## src/rtl/move_distance_ctrl.sv

```systemverilog
// Runs one "move N encoder edges" command for a single wheel. It clears pos1,
// drives the motor until the target is reached, brakes, and then debits the target from pos2.
module move_distance_ctrl #(
    parameter int unsigned DEADTIME_CYCLES = 100,
    parameter int unsigned BRAKE_CYCLES    = 1000,
    parameter int unsigned STALL_CYCLES    = 1000000
) (
    input  logic        clk,
    input  logic        reset,
    input  logic        cmd_valid,
    output logic        cmd_ready,
    input  logic [31:0] cmd_distance,
    input  logic        cmd_dir,
    input  logic        abort,
    input  logic [31:0] pos1,
    output logic        counter_clear,
    output logic        counter_subtract,
    output logic [31:0] counter_distance,
    output logic        motor_en,
    output logic        motor_dir,
    output logic        busy,
    output logic        done,
    output logic [1:0]  status,
    output logic [31:0] overshoot
);

    localparam int DW = $clog2(DEADTIME_CYCLES + 1);
    localparam int BW = $clog2(BRAKE_CYCLES + 1);
    localparam int SW = $clog2(STALL_CYCLES + 1);

    localparam logic [DW-1:0] DEAD_LAST  = DW'(DEADTIME_CYCLES - 1);
    localparam logic [BW-1:0] BRAKE_LAST = BW'(BRAKE_CYCLES - 1);
    localparam logic [SW-1:0] STALL_MAX  = SW'(STALL_CYCLES);

    localparam logic [2:0] S_IDLE  = 3'd0;
    localparam logic [2:0] S_CLEAR = 3'd1;
    localparam logic [2:0] S_DEAD  = 3'd2;
    localparam logic [2:0] S_RUN   = 3'd3;
    localparam logic [2:0] S_BRAKE = 3'd4;
    localparam logic [2:0] S_SUB   = 3'd5;
    localparam logic [2:0] S_DONE  = 3'd6;

    localparam logic [1:0] ST_OK      = 2'b00;
    localparam logic [1:0] ST_ABORTED = 2'b01;
    localparam logic [1:0] ST_STALL   = 2'b10;

    logic [2:0]    state_q, state_d;
    logic [31:0]   target_q, target_d;
    logic          dir_q, dir_d;
    // motor_dir doubles as the remembered last direction; both only change on DEAD entry.
    logic          motor_dir_q, motor_dir_d;
    logic [DW-1:0] dead_cnt_q, dead_cnt_d;
    logic [BW-1:0] brake_cnt_q, brake_cnt_d;
    logic [SW-1:0] stall_cnt_q, stall_cnt_d;
    logic [31:0]   pos1_prev_q, pos1_prev_d;
    logic [1:0]    pend_status_q, pend_status_d;
    logic [31:0]   pend_over_q, pend_over_d;
    logic [1:0]    status_q, status_d;
    logic [31:0]   overshoot_q, overshoot_d;

    logic [SW-1:0] stall_eff;

    always_comb begin
        state_d       = state_q;
        target_d      = target_q;
        dir_d         = dir_q;
        motor_dir_d   = motor_dir_q;
        dead_cnt_d    = dead_cnt_q;
        brake_cnt_d   = brake_cnt_q;
        stall_cnt_d   = stall_cnt_q;
        pos1_prev_d   = pos1;
        pend_status_d = pend_status_q;
        pend_over_d   = pend_over_q;
        status_d      = status_q;
        overshoot_d   = overshoot_q;
        // Quiet-cycle count seen this cycle: any pos1 movement restarts it.
        stall_eff     = (pos1 != pos1_prev_q) ? '0 : stall_cnt_q;

        case (state_q)
            S_IDLE: begin
                if (cmd_valid) begin
                    target_d = cmd_distance;
                    dir_d    = cmd_dir;
                    if (cmd_distance == 32'd0) begin
                        state_d     = S_DONE;
                        status_d    = ST_OK;
                        overshoot_d = 32'd0;
                    end else begin
                        state_d = S_CLEAR;
                    end
                end
            end
            S_CLEAR: begin
                if (dir_q != motor_dir_q) begin
                    state_d     = S_DEAD;
                    motor_dir_d = dir_q;
                    dead_cnt_d  = '0;
                end else begin
                    state_d     = S_RUN;
                    stall_cnt_d = '0;
                end
            end
            S_DEAD: begin
                if (abort) begin
                    state_d       = S_BRAKE;
                    pend_status_d = ST_ABORTED;
                    brake_cnt_d   = '0;
                end else if (dead_cnt_q == DEAD_LAST) begin
                    state_d     = S_RUN;
                    stall_cnt_d = '0;
                end else begin
                    dead_cnt_d = dead_cnt_q + DW'(1);
                end
            end
            S_RUN: begin
                if (abort) begin
                    state_d       = S_BRAKE;
                    pend_status_d = ST_ABORTED;
                    brake_cnt_d   = '0;
                end else if (pos1 >= target_q) begin
                    state_d       = S_BRAKE;
                    pend_status_d = ST_OK;
                    brake_cnt_d   = '0;
                end else if (stall_eff == STALL_MAX) begin
                    state_d       = S_BRAKE;
                    pend_status_d = ST_STALL;
                    brake_cnt_d   = '0;
                    stall_cnt_d   = STALL_MAX;
                end else begin
                    stall_cnt_d = stall_eff + SW'(1);
                end
            end
            S_BRAKE: begin
                if (brake_cnt_q == BRAKE_LAST) begin
                    state_d     = S_SUB;
                    pend_over_d = (pos1 > target_q) ? (pos1 - target_q) : 32'd0;
                end else begin
                    brake_cnt_d = brake_cnt_q + BW'(1);
                end
            end
            S_SUB: begin
                // Result is published only when done pulses so it stays stable between completions.
                state_d     = S_DONE;
                status_d    = pend_status_q;
                overshoot_d = pend_over_q;
            end
            S_DONE: begin
                state_d = S_IDLE;
            end
            default: begin
                state_d = S_IDLE;
            end
        endcase
    end

    always_ff @(posedge clk) begin
        if (reset) begin
            state_q       <= S_IDLE;
            target_q      <= 32'd0;
            dir_q         <= 1'b0;
            motor_dir_q   <= 1'b0;
            dead_cnt_q    <= '0;
            brake_cnt_q   <= '0;
            stall_cnt_q   <= '0;
            pos1_prev_q   <= 32'd0;
            pend_status_q <= ST_OK;
            pend_over_q   <= 32'd0;
            status_q      <= ST_OK;
            overshoot_q   <= 32'd0;
        end else begin
            state_q       <= state_d;
            target_q      <= target_d;
            dir_q         <= dir_d;
            motor_dir_q   <= motor_dir_d;
            dead_cnt_q    <= dead_cnt_d;
            brake_cnt_q   <= brake_cnt_d;
            stall_cnt_q   <= stall_cnt_d;
            pos1_prev_q   <= pos1_prev_d;
            pend_status_q <= pend_status_d;
            pend_over_q   <= pend_over_d;
            status_q      <= status_d;
            overshoot_q   <= overshoot_d;
        end
    end

    assign cmd_ready        = (state_q == S_IDLE);
    assign busy             = ~cmd_ready;
    assign counter_clear    = (state_q == S_CLEAR);
    assign counter_subtract = (state_q == S_SUB);
    assign counter_distance = target_q;
    assign motor_en         = (state_q == S_RUN);
    assign motor_dir        = motor_dir_q;
    assign done             = (state_q == S_DONE);
    assign status           = status_q;
    assign overshoot        = overshoot_q;

endmodule

```

## config.mk

```make
export PLATFORM = sky130hd
export DESIGN_NAME = move_distance_ctrl
export DESIGN_NICKNAME = d
export VERILOG_FILES = /design/src/rtl/move_distance_ctrl.sv
export SDC_FILE = /design/constraint.sdc
export NUM_CORES = 1
export LEC_CHECK = 0
export ABC_AREA = 1
export CORE_ASPECT_RATIO = 1.25
export CORE_UTILIZATION = 41
export CTS_BUF_LIST = sky130_fd_sc_hd__clkbuf_8
export DETAILED_ROUTE_END_ITERATION = 12
export PLACE_DENSITY = 0.59
export SLEW_MARGIN = 20
export SYNTH_ARGS = -nofsm -noshare
export SYNTH_HDL_FRONTEND = slang
export SYNTH_SLANG_ARGS = --single-unit
```

## constraint.sdc

```tcl
create_clock -name clk -period 3.7 [get_ports clk]
set_input_delay 0.555 -clock clk [delete_from_list [all_inputs] [get_ports clk]]
set_output_delay 0.555 -clock clk [all_outputs]
set_load 0.03 [all_outputs]
```

Word level (Yosys, flattened, before mapping)
Index checks and enable logic that the tools add are counted.

operators by class
  $add $sub $neg = 4
  bitwise gates (word level) = 1
  reduce and logical (&&, ||, !) cells = 16
  equality and inequality tests = 25
  $lt $le $gt $ge = 2
  muxes and demuxes = 40

operator list
  cell                   count
  $mux 20                7
  $mux 32                3
  $pmux 32 s2            1
  $pmux 20 s3            1
  $mux 10                5
  $ge 32x32->1           1
  $gt 32x32->1           1
  $logic_not 32->1       1
  $ne 32x32->1           1
  $sub 32x32->32         1
  $pmux 10 s3            1
  $mux 3                 8
  $mux 7                 3
  $add 20x1->20 const B  1
  $eq 20x20->1 const B   1
  $ne 2x2->1 const B     10
  $pmux 3 s6             1
  $pmux 7 s2             1
  $mux 2                 6
  $reduce_and 4->1       3
  $add 10x1->10 const B  1
  $eq 10x10->1 const B   1
  $eq 3x3->1 const B     3
  $pmux 2 s2             2
  16 further kinds       24

storage, ports and cells
  output and inout port bits = 73
  word-level logic and storage cells = 100
  flip-flop bits (word level) = 174
  input port bits = 69

Longest topological paths before layout
  word-level depth = 7
  mapped depth = 22
  mapped depth without buffers = 21

Worst setup path after synthesis
OpenSTA, ideal clock, no wires.

  kind = input -> register
  from = input port pos1[4]
  to = register stall_cnt_q[7]
  stages on the path = 22
  setup slack = 1.035 ns
  required time = 3.564 ns
  path buffers = 2
  arrival time = 2.529 ns
  library setup time = 0.136 ns
  path through = inv_1 nand2_1 nand2_1 nand2_1 nor2_1 nand2_1 nor2_4 nand2_4 clkbuf_1 nor2_1 inv_1 ha_1 nand3_1 nor3_1 nand2_1 nor2_1 nand2_1 nand2_4 clkinv_2 buf_12 nand2_1 a21oi_2

on the way
  word-level cells in the longest chain between the ends = 7
  elaborated cells between the ends (all ways) = 11
  those cells by class = add/sub: 1; order compare: 1; eq/ne: 3; mux: 5; reduce/logical: 1

RTL lines
  element                                        RTL line  text
  start: declaration                             15        input logic [31:0] pos1,
  $ne 32x32->1                                   77        stall_eff = (pos1 != pos1_prev_q) ? '0 : stall_cnt_q;
  $mux 20                                        77
  $add 20x1->20 or $eq 20x20->1 (tied branches)  130, 124
  $mux 20                                        124       end else if (stall_eff == STALL_MAX) begin
  $mux 20                                        120       end else if (pos1 >= target_q) begin
  $mux 20                                        116       if (abort) begin
  $pmux 20 s3                                    79        case (state_q)
  end signal: assignment                         177       stall_cnt_q <= stall_cnt_d;
  end: declaration                               54        logic [SW-1:0] stall_cnt_q, stall_cnt_d;

Parallel ways exist; a longest one is shown, timed or not. The select of a mux whose other input is x is not followed.
A chain may end at the register's enable or synchronous reset.

Final worst setup path
  from = input port pos1[0]
  to = register stall_cnt_q[10]

Same word-level chain as after synthesis.

==> results.cfg <==
[die]
ioPinCount = 142
rows = 63
core_mm2 = 0.0237
chipHeight_um = 176
dieArea_mm2 = 0.0248
start_util_pct = 41.7
die_w_um = 141

[synth]
async_reset_ff_share_pct = 0
synth.largest_area_cell = dfxtp_1
synth_cell_type_count = 52
synthesis.area_mm2 = 0.00989
synth_top_cell_area_share_pct = 35.2
yosysSeqAreaShare_pct = 35.2
synth.top_cells.by_area = dfxtp_1, nand2_1, a21oi_1
ys_warn_count = 0
synth-edff-count = 0
postSynthAreaPerCell_um2 = 6.94
syn-num-nets = 1532
synth_top_flop_cell = dfxtp_1
synth-seq-cells = 174
netlist_instances = 1426

[placement]
place_ws_ns = 0.204
hpwl_um = 21200
gp_routability_congestion = 0.875
place_inst = 1859
numPortBuffers = 141

[route]
routed_via_density = 4.93
drt_iter0_markers = 422
drt_wl_total_um = 27600
antenna_left = 0
dr.pass1.iters = 5
remaining_drc_errors = 0
route.vias.total = 9322
wl_per_cell_um = 14.6

[grt]
grt_max_degree = 82
grt_overflow = 0
grt_pass1_wl_um = 44600
antenna_found_initial = 0
grt.total_usage_pct = 22.8
grt_pass1_vias = 9016

[cells_and_area]
nFillCells = 2497
drive_gt1_share_pct = 10.7
antenna_cells = 0
seqCellArea_mm2 = 0.00348
fin_cells = 1891
most-common-layout-cells = nand2_1, dfxtp_1, inv_1
final_common_cell = nand2_1
area_delta_synth_final_pct = 21.0
nNetsFinal = 1659
multiInputGateArea_mm2 = 0.00546
utilization_pct = 50.4

[timing]
max_slew_margin_pct = 36.6
finalSetupViolCount = 0
period_share_pct = 81.1
setup_tns_ns = 0
worst_pin_slew_ns = 0.951
period_minus_slack_ns = 3.00
fin_ws_ns = 0.700
rsz0062_at_grt = false
slew_violations = 0
max_freq_mhz = 333
hold_violations = 0
skew_ns = 0.0163

[critical_path]
crit_type = primary input to flip-flop
crit_fanout = 12
cp_data_arrival_time_ns = 3.39
end_kind = flip-flop
start_kind = primary input
required_ns = 4.09

[clock_network]
clk_latency_ns = 0.46
clkSinkCount = 174
path_clk_slew_ns = 0.10
cts_resized = 0
htree_levels = 4
cts_setup_buffers = 0
cts_made_buffers = 17
root_buffer = clkbuf_8
tritoncts = built
clk_path_buf_depth = 2
ctsHoldBuffers = 0

[power]
vdd_drop_max_mv = 0.285
p_leak_uw = 0.00462
cellPowerDensity_mw_per_mm2 = 522
total_power_uw = 6250

[flow_run]
maxCapViolCount = 0

[run_status]
status = finished, final reports clean

[min_path]
min_path_type = flip-flop to flip-flop
layer usage:
| layer | part of all wire (%) | up-vias | routed length (um) | track usage, % |
|---|---|---|---|---|
| met1 | 44 | 4243 | 12200 | 27.2 |
| li1 | - | 4843 | - | - |
| met2 | 50 | 191 | 13800 | 41.3 |
| met4 | 2.3 | 0 | 639 | 8.33 |
| met3 | 3.4 | 45 | 941 | 3.52 |
| met5 | 0 | - | 0 | 0 |
critical path, cell delays in order:
cell and delay [ns]:
clkdlybuf4s50_1 0.45, inv_1 0.11, ha_1 0.20, inv_1 0.07, fa_1 0.37, nand2_1 0.12, o21ai_2 0.09, a21oi_2 0.20
inv_2 0.08, a21oi_4 0.17, inv_2 0.06, nand2_4 0.07, nand3_4 0.10, nor2_8 0.18, nand2_4 0.11, clkinv_2 0.23
nand3_1 0.11, a21oi_1 0.12
flip-flops by register name, indices dropped and copies added, names as in the netlist:
| signal | cells |
|---|---|
| brake_cnt_q | 10 |
| overshoot | 32 |
| dead_cnt_q | 7 |
| pend_status_q | 2 |
| dir_q | 1 |
| pos1_prev_q | 32 |
| motor_dir | 1 |
| pend_over_q | 32 |
| state_q | 3 |
| status | 2 |
| stall_cnt_q | 20 |
| counter_distance | 32 |
stage by stage:
stage | area, um2 | hold slack, ns
floorplan | 9890 | 0.428
global placement | 11600 | 0.440
detailed placement | 11600 | 0.439
CTS | 12000 | 0.453
global route | 12000 | 0.470
finish | 12000 | 0.451
cells in the mapped netlist (all sizes together) (5+ instances only):
master	count
or2	16
buf	16
nor2	165
ha	36
nand3	67
clkbuf	31
nor4	13
a21o	5
clkinv	5
inv	182
nor3	19
nand2	353
xnor2	32
dfxtp	174
o21ai	79
nand4	24
a21oi	178
xor2	9
final cells by class:
class / instances / area share (%)
Clock buffer: 20 / 2.30
Clock inverter: 12 / 0.910
Inverter: 187 / 5.88
Multi-Input combinational cell: 1018 / 45.7
Sequential cell: 174 / 29.1
Tap cell: 325 / 3.40
Timing Repair Buffer: 155 / 12.8
path summary, 6_finish.rpt:
| kind | startpoint | end | slack [ns] | depth (start not counted) |
|---|---|---|---|---|
| worst min-delay path | pend_status_q[1]$_SDFFE_PP0P_ | pend_status_q[1]$_SDFFE_PP0P_ | 0.45 | 2 |
| worst min register to register | pend_status_q[1]$_SDFFE_PP0P_ | pend_status_q[1]$_SDFFE_PP0P_ | 0.45 | 2 |
| worst max-delay path | pos1[0] | stall_cnt_q[10]$_SDFFE_PP0P_ | 0.70 | 18 |
| worst max register to register | counter_distance[0]$_SDFFE_PP0P_ | stall_cnt_q[10]$_SDFFE_PP0P_ | 0.90 | 16 |
logic make-up (layout without fill, tap and decap cells):
logic type	Yosys count	after routing	share of synthesized area [%]
AOI/OAI and AO/OA	274	274	15.2
xor gates and xnor gates	41	41	3.63
adders and majority gates	37	37	4.76
buffers and inverters	234	374	9.60
DFF	174	174	35.2
and+or+nand+nor	666	666	31.6
report_power, final:
group          internal [uW]  switching (uW)  total [uW]
logic                    968            1740        2710
clock network            591             733        1320
registers               2070             138        2210
total                   3630            2620        6250
(Power assumes the default switching activity.)
